## src/rtl/spi_slave.sv

```systemverilog
// SPI mode-0 slave: synchronises sclk/mosi/ss into the clk domain and exchanges
// DATA_W-bit words MSB first through valid/ready rx and tx ports.
// state  | meaning
// IDLE   | ss high, miso parked at 0, waiting for ss low
// ACTIVE | frame in progress, shifting on detected sclk edges
module spi_slave #(
  parameter int DATA_W      = 8,
  parameter int SYNC_STAGES = 2
) (
  input  logic              clk,
  input  logic              rst,
  input  logic              sclk,
  input  logic              mosi,
  input  logic              ss,
  output logic              miso,
  output logic [DATA_W-1:0] rx_data,
  output logic              rx_valid,
  input  logic              rx_ready,
  input  logic [DATA_W-1:0] tx_data,
  input  logic              tx_valid,
  output logic              tx_ready,
  output logic              rx_overrun,
  output logic              tx_underrun,
  output logic              busy
);
  localparam int CNT_W = $clog2(DATA_W + 1);
  localparam logic [CNT_W-1:0] CNT_FULL = CNT_W'(DATA_W);
  localparam logic [CNT_W-1:0] CNT_LAST = CNT_W'(DATA_W - 1);

  typedef enum logic {IDLE = 1'b0, ACTIVE = 1'b1} state_t;

  state_t                 r_state;
  logic [SYNC_STAGES-1:0] r_sclk_sync;
  logic [SYNC_STAGES-1:0] r_mosi_sync;
  logic [SYNC_STAGES-1:0] r_ss_sync;
  logic                   r_sclk_d;
  logic [CNT_W-1:0]       r_bit_cnt;
  logic [DATA_W-1:0]      r_shift_in;
  logic [DATA_W-1:0]      r_shift_out;
  logic [DATA_W-1:0]      r_tx_hold;
  logic                   r_tx_full;
  logic                   r_tx_underrun;
  logic                   r_word_pend;
  logic                   r_word_vld;
  logic [DATA_W-1:0]      r_word;
  logic [DATA_W-1:0]      r_rx_data;
  logic                   r_rx_valid;
  logic                   r_rx_overrun;

  logic w_sclk_s, w_mosi_s, w_ss_s, w_rise, w_fall, w_load, w_tx_wr;

  assign w_sclk_s = r_sclk_sync[SYNC_STAGES-1];
  assign w_mosi_s = r_mosi_sync[SYNC_STAGES-1];
  assign w_ss_s   = r_ss_sync[SYNC_STAGES-1];
  assign w_rise   = w_sclk_s & ~r_sclk_d;
  assign w_fall   = ~w_sclk_s & r_sclk_d;

  // LOAD happens on frame entry and on the falling edge that closes a word.
  assign w_load  = (r_state == IDLE && !w_ss_s) ||
                   (r_state == ACTIVE && !w_ss_s && w_fall && r_bit_cnt == CNT_FULL);
  assign w_tx_wr = tx_valid & ~r_tx_full;

  always_ff @(posedge clk or posedge rst) begin
    if (rst) begin
      r_sclk_sync <= '0;
      r_mosi_sync <= '0;
      r_ss_sync   <= '1;
      r_sclk_d    <= 1'b0;
    end else begin
      r_sclk_sync <= {r_sclk_sync[SYNC_STAGES-2:0], sclk};
      r_mosi_sync <= {r_mosi_sync[SYNC_STAGES-2:0], mosi};
      r_ss_sync   <= {r_ss_sync[SYNC_STAGES-2:0], ss};
      r_sclk_d    <= w_sclk_s;
    end
  end

  always_ff @(posedge clk or posedge rst) begin
    if (rst) begin
      r_state       <= IDLE;
      r_bit_cnt     <= '0;
      r_shift_in    <= '0;
      r_shift_out   <= '0;
      r_tx_hold     <= '0;
      r_tx_full     <= 1'b0;
      r_tx_underrun <= 1'b0;
      r_word_pend   <= 1'b0;
    end else begin
      r_word_pend <= 1'b0;
      case (r_state)
        IDLE: begin
          if (!w_ss_s) begin
            r_state   <= ACTIVE;
            r_bit_cnt <= '0;
          end
        end
        ACTIVE: begin
          if (w_ss_s) begin
            r_state   <= IDLE;
            r_bit_cnt <= '0;
          end else if (w_rise && r_bit_cnt != CNT_FULL) begin
            r_shift_in <= {r_shift_in[DATA_W-2:0], w_mosi_s};
            r_bit_cnt  <= r_bit_cnt + 1'b1;
            if (r_bit_cnt == CNT_LAST)
              r_word_pend <= 1'b1;
          end else if (w_fall) begin
            if (r_bit_cnt == CNT_FULL)
              r_bit_cnt <= '0;
            else if (r_bit_cnt != '0)
              r_shift_out <= {r_shift_out[DATA_W-2:0], 1'b0};
          end
        end
        default: r_state <= IDLE;
      endcase

      // Load sees the holding register as it was before this cycle's write.
      if (w_load) begin
        r_shift_out <= r_tx_full ? r_tx_hold : '0;
        if (!r_tx_full)
          r_tx_underrun <= 1'b1;
      end
      if (w_tx_wr) begin
        r_tx_hold <= tx_data;
        r_tx_full <= 1'b1;
      end else if (w_load) begin
        r_tx_full <= 1'b0;
      end
    end
  end

  always_ff @(posedge clk or posedge rst) begin
    if (rst) begin
      r_word_vld   <= 1'b0;
      r_word       <= '0;
      r_rx_data    <= '0;
      r_rx_valid   <= 1'b0;
      r_rx_overrun <= 1'b0;
    end else begin
      r_word_vld <= r_word_pend;
      if (r_word_pend)
        r_word <= r_shift_in;
      if (r_word_vld) begin
        if (!r_rx_valid || rx_ready) begin
          r_rx_data  <= r_word;
          r_rx_valid <= 1'b1;
        end else begin
          r_rx_overrun <= 1'b1;
        end
      end else if (r_rx_valid && rx_ready) begin
        r_rx_valid <= 1'b0;
      end
    end
  end

  assign miso        = (r_state == ACTIVE) & r_shift_out[DATA_W-1];
  assign busy        = (r_state == ACTIVE);
  assign tx_ready    = ~r_tx_full;
  assign tx_underrun = r_tx_underrun;
  assign rx_data     = r_rx_data;
  assign rx_valid    = r_rx_valid;
  assign rx_overrun  = r_rx_overrun;

endmodule

```

## config.mk

```make
export PLATFORM = sky130hd
export DESIGN_NAME = spi_slave
export DESIGN_NICKNAME = d
export VERILOG_FILES = /design/src/rtl/spi_slave.sv
export SDC_FILE = /design/constraint.sdc
export NUM_CORES = 1
export LEC_CHECK = 0
export ABC_CLOCK_PERIOD_IN_PS = 1950
export BUFFER_PORTS_ARGS = -buffer_cell sky130_fd_sc_hd__buf_2
export CORE_MARGIN = 5
export CORE_UTILIZATION = 50
export DETAILED_ROUTE_END_ITERATION = 12
export PLACE_DENSITY = 0.74
export SKIP_CTS_REPAIR_TIMING = 1
export SYNTH_ARGS = -nofsm -noshare
export SYNTH_HDL_FRONTEND = slang
export SYNTH_SLANG_ARGS = --single-unit
```

## constraint.sdc

```tcl
create_clock -name clk -period 1.95 [get_ports clk]
set_clock_uncertainty 0.15 [all_clocks]
set_input_delay 0.4875 -clock clk [delete_from_list [all_inputs] [get_ports clk]]
set_output_delay 0.4875 -clock clk [all_outputs]
set_load 0.1 [all_outputs]
```

== Word-level counts from Yosys, hierarchy flattened ==
Index checks and enable logic that the tools add are counted.
Word-level totals
  register bits: 58
  input port bits: 15
  output and inout port bits: 14
  logic and storage cells: 85
Operators by class
  add/subtract/negate cells: 1
  equality and inequality tests: 10
  multiplexer cells: 24
  bitwise logic cells: 10
  reduce and logical (&&, ||, !) cells: 23
Operator list (number)
  8-bit two-way mux: 8
  4-bit two-way mux: 5
  1-bit two-way mux: 10
  2-bit nonzero test: 5
  4-bit by 1-bit != test with 1-bit output (second input constant): 2
  4-bit one-hot mux with 2 select lines: 1
  2-bit AND reduction: 4
  1-bit logical AND: 6
  2-bit != test (second input constant): 3
  1-bit NOT: 6
  3-bit AND reduction: 2
  6-bit AND reduction: 1
  4-bit by 1-bit adder with 4-bit output (second input constant): 1
  1-bit AND: 4
  4-bit by 3-bit == test with 1-bit output (second input constant): 1
  4-bit == test (second input constant): 1
  2-bit by 1-bit != test with 1-bit output (second input constant): 2
  4-bit != test (second input constant): 1
  4-bit nonzero test: 1
  1-bit zero test: 2
  1-bit logical OR: 2

== Longest topological paths before layout ==
  depth in word-level cells: 8
  gate-level depth with buffers: 8
  gate-level depth less buffers: 6

== Worst setup path before layout ==
Ideal clock, no wire load.
  kind: register to output
  start: register r_state, in the netlist busy
  end: output port miso
  arrival: 1.845 ns
  required time: 1.312 ns
  slack: -0.533 ns
  stages on the path, launching flop included: 2
  buffers on the path: 0
  cells stage by stage: dfrtp_1 and2_1
Between the ends
  longest elaborated chain between the ends: 1
Ends and longest elaborated chain
  start: declaration: line 32  | state_t r_state;
  start signal: assignment: line 79  | r_state <= IDLE;
  start signal: assignment: line 92  | r_state <= ACTIVE;
  start signal: assignment: line 98  | r_state <= IDLE;
  1-bit AND: line 154  | assign miso = (r_state == ACTIVE) & r_shift_out[DATA_W-1];
  end: declaration: line 15  | output logic miso,
No other way between the ends.

== Worst setup path in the final report ==
  start: register r_bit_cnt[0]
  end: register r_shift_in[4]
Between the ends
  longest elaborated chain between the ends: 3
Ends and longest elaborated chain
  start: declaration: line 37  | logic [CNT_W-1:0] r_bit_cnt;
  start signal: assignment: line 102  | r_bit_cnt <= r_bit_cnt + 1'b1;
  4-bit != test: line 100  | end else if (w_rise && r_bit_cnt != CNT_FULL) begin
  1-bit logical AND: line 100
  3-bit AND reduction (no line)
  end signal: assignment: line 101  | r_shift_in <= {r_shift_in[DATA_W-2:0], w_mosi_s};
  end: declaration: line 38  | logic [DATA_W-1:0] r_shift_in;
No other way between the ends.
A chain may end at the register's enable or synchronous reset.

==> results.md <==
- Max clock buf depth: 2
- Post-synth cell types: 32
- Placed cell count: ~250
- Die H: between 70 and 80 um
- Clock transition at path regs: about 0.07 ns
- Dpl hpwl: around 2900 um
- Fmax: 0.5061 GHz
- Area delta synth->final: 23.97%
- Drt initial violations: 35
- I/O pin total: 29
- Yosys reg bits: slightly below 60
- Final min period: between 1.5 and 2 ns
- First-pass GRT wire length: 6920 um
- Actual slew at the worst max-slew pin: approximately 0.49 ns
- Leakage power: 1.446 nW
- Final Hold Fails: 0
- Per-cell routed wire length: approximately 15 um
- Worst path arrival time: a little over 2 ns
- Fin crit share: 1.013
- RD Place Congestion: 0.8171
- Die Area: 6050 um2
- Count of port buffers added during placement: 28
- CP max stage cell: or4b_4
- CTS Buf Count: 9
- # rows: 24
- Diode count: 0
- DRC violation count after routing: 0
- Max-cap violations: 0
- Critical path launch point type: flop
- CP Data Required Time: about 2.0 ns
- CORE AREA: roughly 4400 um2
- Syn avg cell area: ~14 um2
- Clk network pwr share: 0.371
- Mapped Area: 2297 um2
- Worst-path fanout max: 6
- Power Dens Cells: roughly 1000 nW/um2
- Insertion delay to the later sink of the worst-skew pair: 0.33 ns
- Root Driver: clkbuf_8
- Initial Utilization: 0.5204
- Internal power: approximately 2.2 mW
- Sw Ratio: 0.2589
- Outcome: finished with violations
- H-tree level count: 3
- Non-filler instance count after layout: ~270
- Peak supply drop: a little under 0.7 mV
- Mapped Nets: between 150 and 200
- Vias after detailed routing: between 1000 and 1500
- DRT antenna net count: 0
- Die width: ~78 um
- FFs w/ async S/R, synth: 1.000
- Combinational power share: 0.135
- Initial antenna violation count: 0
- Post-Route WL: between 4000 and 5000 um
- Reg2reg setup slack: -0.03 ns
- YS warnings: 0
- Final-report max-slew violation count: 0
- Crit Path Category: reg -> reg
- Max incr delay on CP: just under 0.6 ns
- Worst Setup End Kind: flop
- Mapped Cells: 169
- Vias in the first global route: between 1500 and 2000
- Share of layout cells above drive strength 1: 0.4500
- Final setup fails: 7
- Largest net degree at the start of global routing: 30
- Failing checks: setup timing
- Nets: approximately 230
- Sequential power share: 0.494
- Hold WC Path Type: in -> async
- Max_slew headroom: 0.6744
- Global route overflow: 0
- Number of vias per cell: ~5.3
- CTS tree: yes
- # fillers: 351
- Sequential element share of the synthesized area: 0.6329
- Net Sw Power: approximately 0.77 mW
- Pre-antenna DRT Iters: 4
- Worst slack, placed: -0.01667 ns
- Final WS setup: -0.02570 ns
- Unrepaired setup endpoints after global routing: yes
- Total GRT Usage: 0.1441
- Dominant synthesized flop cell: dfrtp_1
- Worst-path cell chain: inv_2 -> ha_4 -> and3b_2 -> or4b_4 -> mux2_4
- Clock Sinks: between 50 and 60
- Post-synth EDFFs: 0
## routing by layer
| layer | global-route usage | wire [um] | vias up |
|---|---|---|---|
| li1 | - | - | 675 |
| met1 | 0.1641 | 1681 | 709 |
| met2 | 0.2437 | 2154 | 35 |
| met3 | 0.03704 | 204 | 15 |
| met4 | 0.08247 | 119 | 0 |
| met5 | 0 | 0 | - |
## critical path, delay by kind of cell, from the launching register on
| family | cells | cell delay [ns] |
|---|---|---|
| fa+ha+maj | 1 | 0.16 |
| simple gates | 2 | 0.81 |
| buf+inv | 1 | 0.05 |
| flops | 1 | 0.36 |
| mux | 1 | 0.32 |
## worst paths after layout
check / startpoint / endpoint / cells after the start
max: r_bit_cnt[0] / r_shift_in[4] / 5
min: rst / r_word[5] / 2
max reg2reg: r_bit_cnt[0] / r_shift_in[4] / 5
min reg2reg: r_mosi_sync[0] / r_mosi_sync[1] / 0
max in group asynchronous: rst / r_ss_sync[1] / 3
min in group clk: ss / r_ss_sync[0] / 1
## power groups by stage
stage          logic [mW]  clock network [mW]  registers, mW
2_1_floorplan       0.304                   0           1.46
3_3_place_gp        0.378                   0           1.48
3_5_place_dp        0.392                   0           1.49
4_1_cts             0.393                1.13           1.47
5_1_grt             0.444                1.17           1.49
6_report            0.402                1.11           1.47
## sequential cells by signal, indices dropped and copies added (netlist names), 2 cells and up
register,count
r_ss_sync,2
rx_data,8
r_mosi_sync,2
r_shift_out,8
r_shift_in,8
r_word,8
r_sclk_sync,2
r_tx_hold,8
r_bit_cnt,4
## placed cells by master, fill, tap and decap left out, drive strengths merged
cell | netlist | final
dfrtp | 56 | 56
buf | 2 | 38
mux2 | 26 | 26
inv | 15 | 14
clkbuf | 3 | 12
nand2 | 11 | 11
nor2 | 8 | 8
o21ai | 8 | 8
a221o | 5 | 5
a21o | 4 | 4
mux2i | 4 | 4
nand2b | 3 | 3
clkinv | 0 | 3
o2bb2ai | 3 | 3
nor2b | 2 | 2
or4b | 1 | 2
o21bai | 2 | 2
clkinvlp | 0 | 2
and3 | 2 | 2
dfstp | 2 | 2
ha | 2 | 2
and3b | 1 | 1
and2 | 1 | 1
nor4b | 1 | 1
nor3b | 1 | 1
a41oi | 1 | 1
or3b | 1 | 1
a31o | 1 | 1
nand3 | 1 | 1
xor2 | 1 | 1
o22a | 1 | 1
bufinv | 0 | 1
## stage by stage
stage | hold WS [ns] | TNS (ns) | instance area (um2) | power, mW | util
floorplan | 0.1812 | -0.6860 | 2310 | 1.760 | -
finish | 0.02473 | -0.09899 | 2848 | 2.978 | 0.6451
CTS | 0.02424 | -0.1016 | 2784 | 2.993 | 0.6307
global route | 0.05822 | -0.7479 | 2848 | 3.106 | 0.6451
detailed placement | 0.1858 | -0.05127 | 2580 | 1.879 | 0.5845
global placement | 0.1819 | 0 | 2580 | 1.857 | 0.5845
## layout make-up
type                       instances  area (um2)  share of cell area
timing repair buffer              39       252.7             0.08875
clock inverter                     5       52.55             0.01845
multi-input combinational         92       807.0              0.2834
clock buffer                      11       151.4             0.05316
sequential                        58        1459              0.5123
inverter                          15       60.06             0.02109
tap                               52       65.06             0.02285
## logic make-up after synthesis
logic type      after synthesis  share of synthesized area
mux                          30                     0.1514
flops                        58                     0.6329
xor+xnor                      1                   0.003813
fa+ha+maj                     2                    0.01089
simple gates                 33                    0.07843
buf+inv                      20                    0.04085
compound gates               25                    0.08170
## cells in the mapped netlist, types with 2 or more instances
master,n,area [um2]
mux2_2,22,247.7
inv_1,15,56.30
clkbuf_1,3,11.26
o21ai_0,7,35.03
a21o_1,4,30.03
a221o_1,5,50.05
o2bb2ai_1,3,26.28
nand2b_1,3,18.77
o21bai_1,2,15.01
dfstp_2,2,52.55
ha_1,2,25.02
nand2_1,11,41.29
mux2i_1,4,40.04
mux2_4,4,60.06
dfrtp_1,56,1401
and3_1,2,12.51
nor2b_1,2,12.51
nor2_1,8,30.03
No activity file was read; power rests on OpenSTA's default activity.
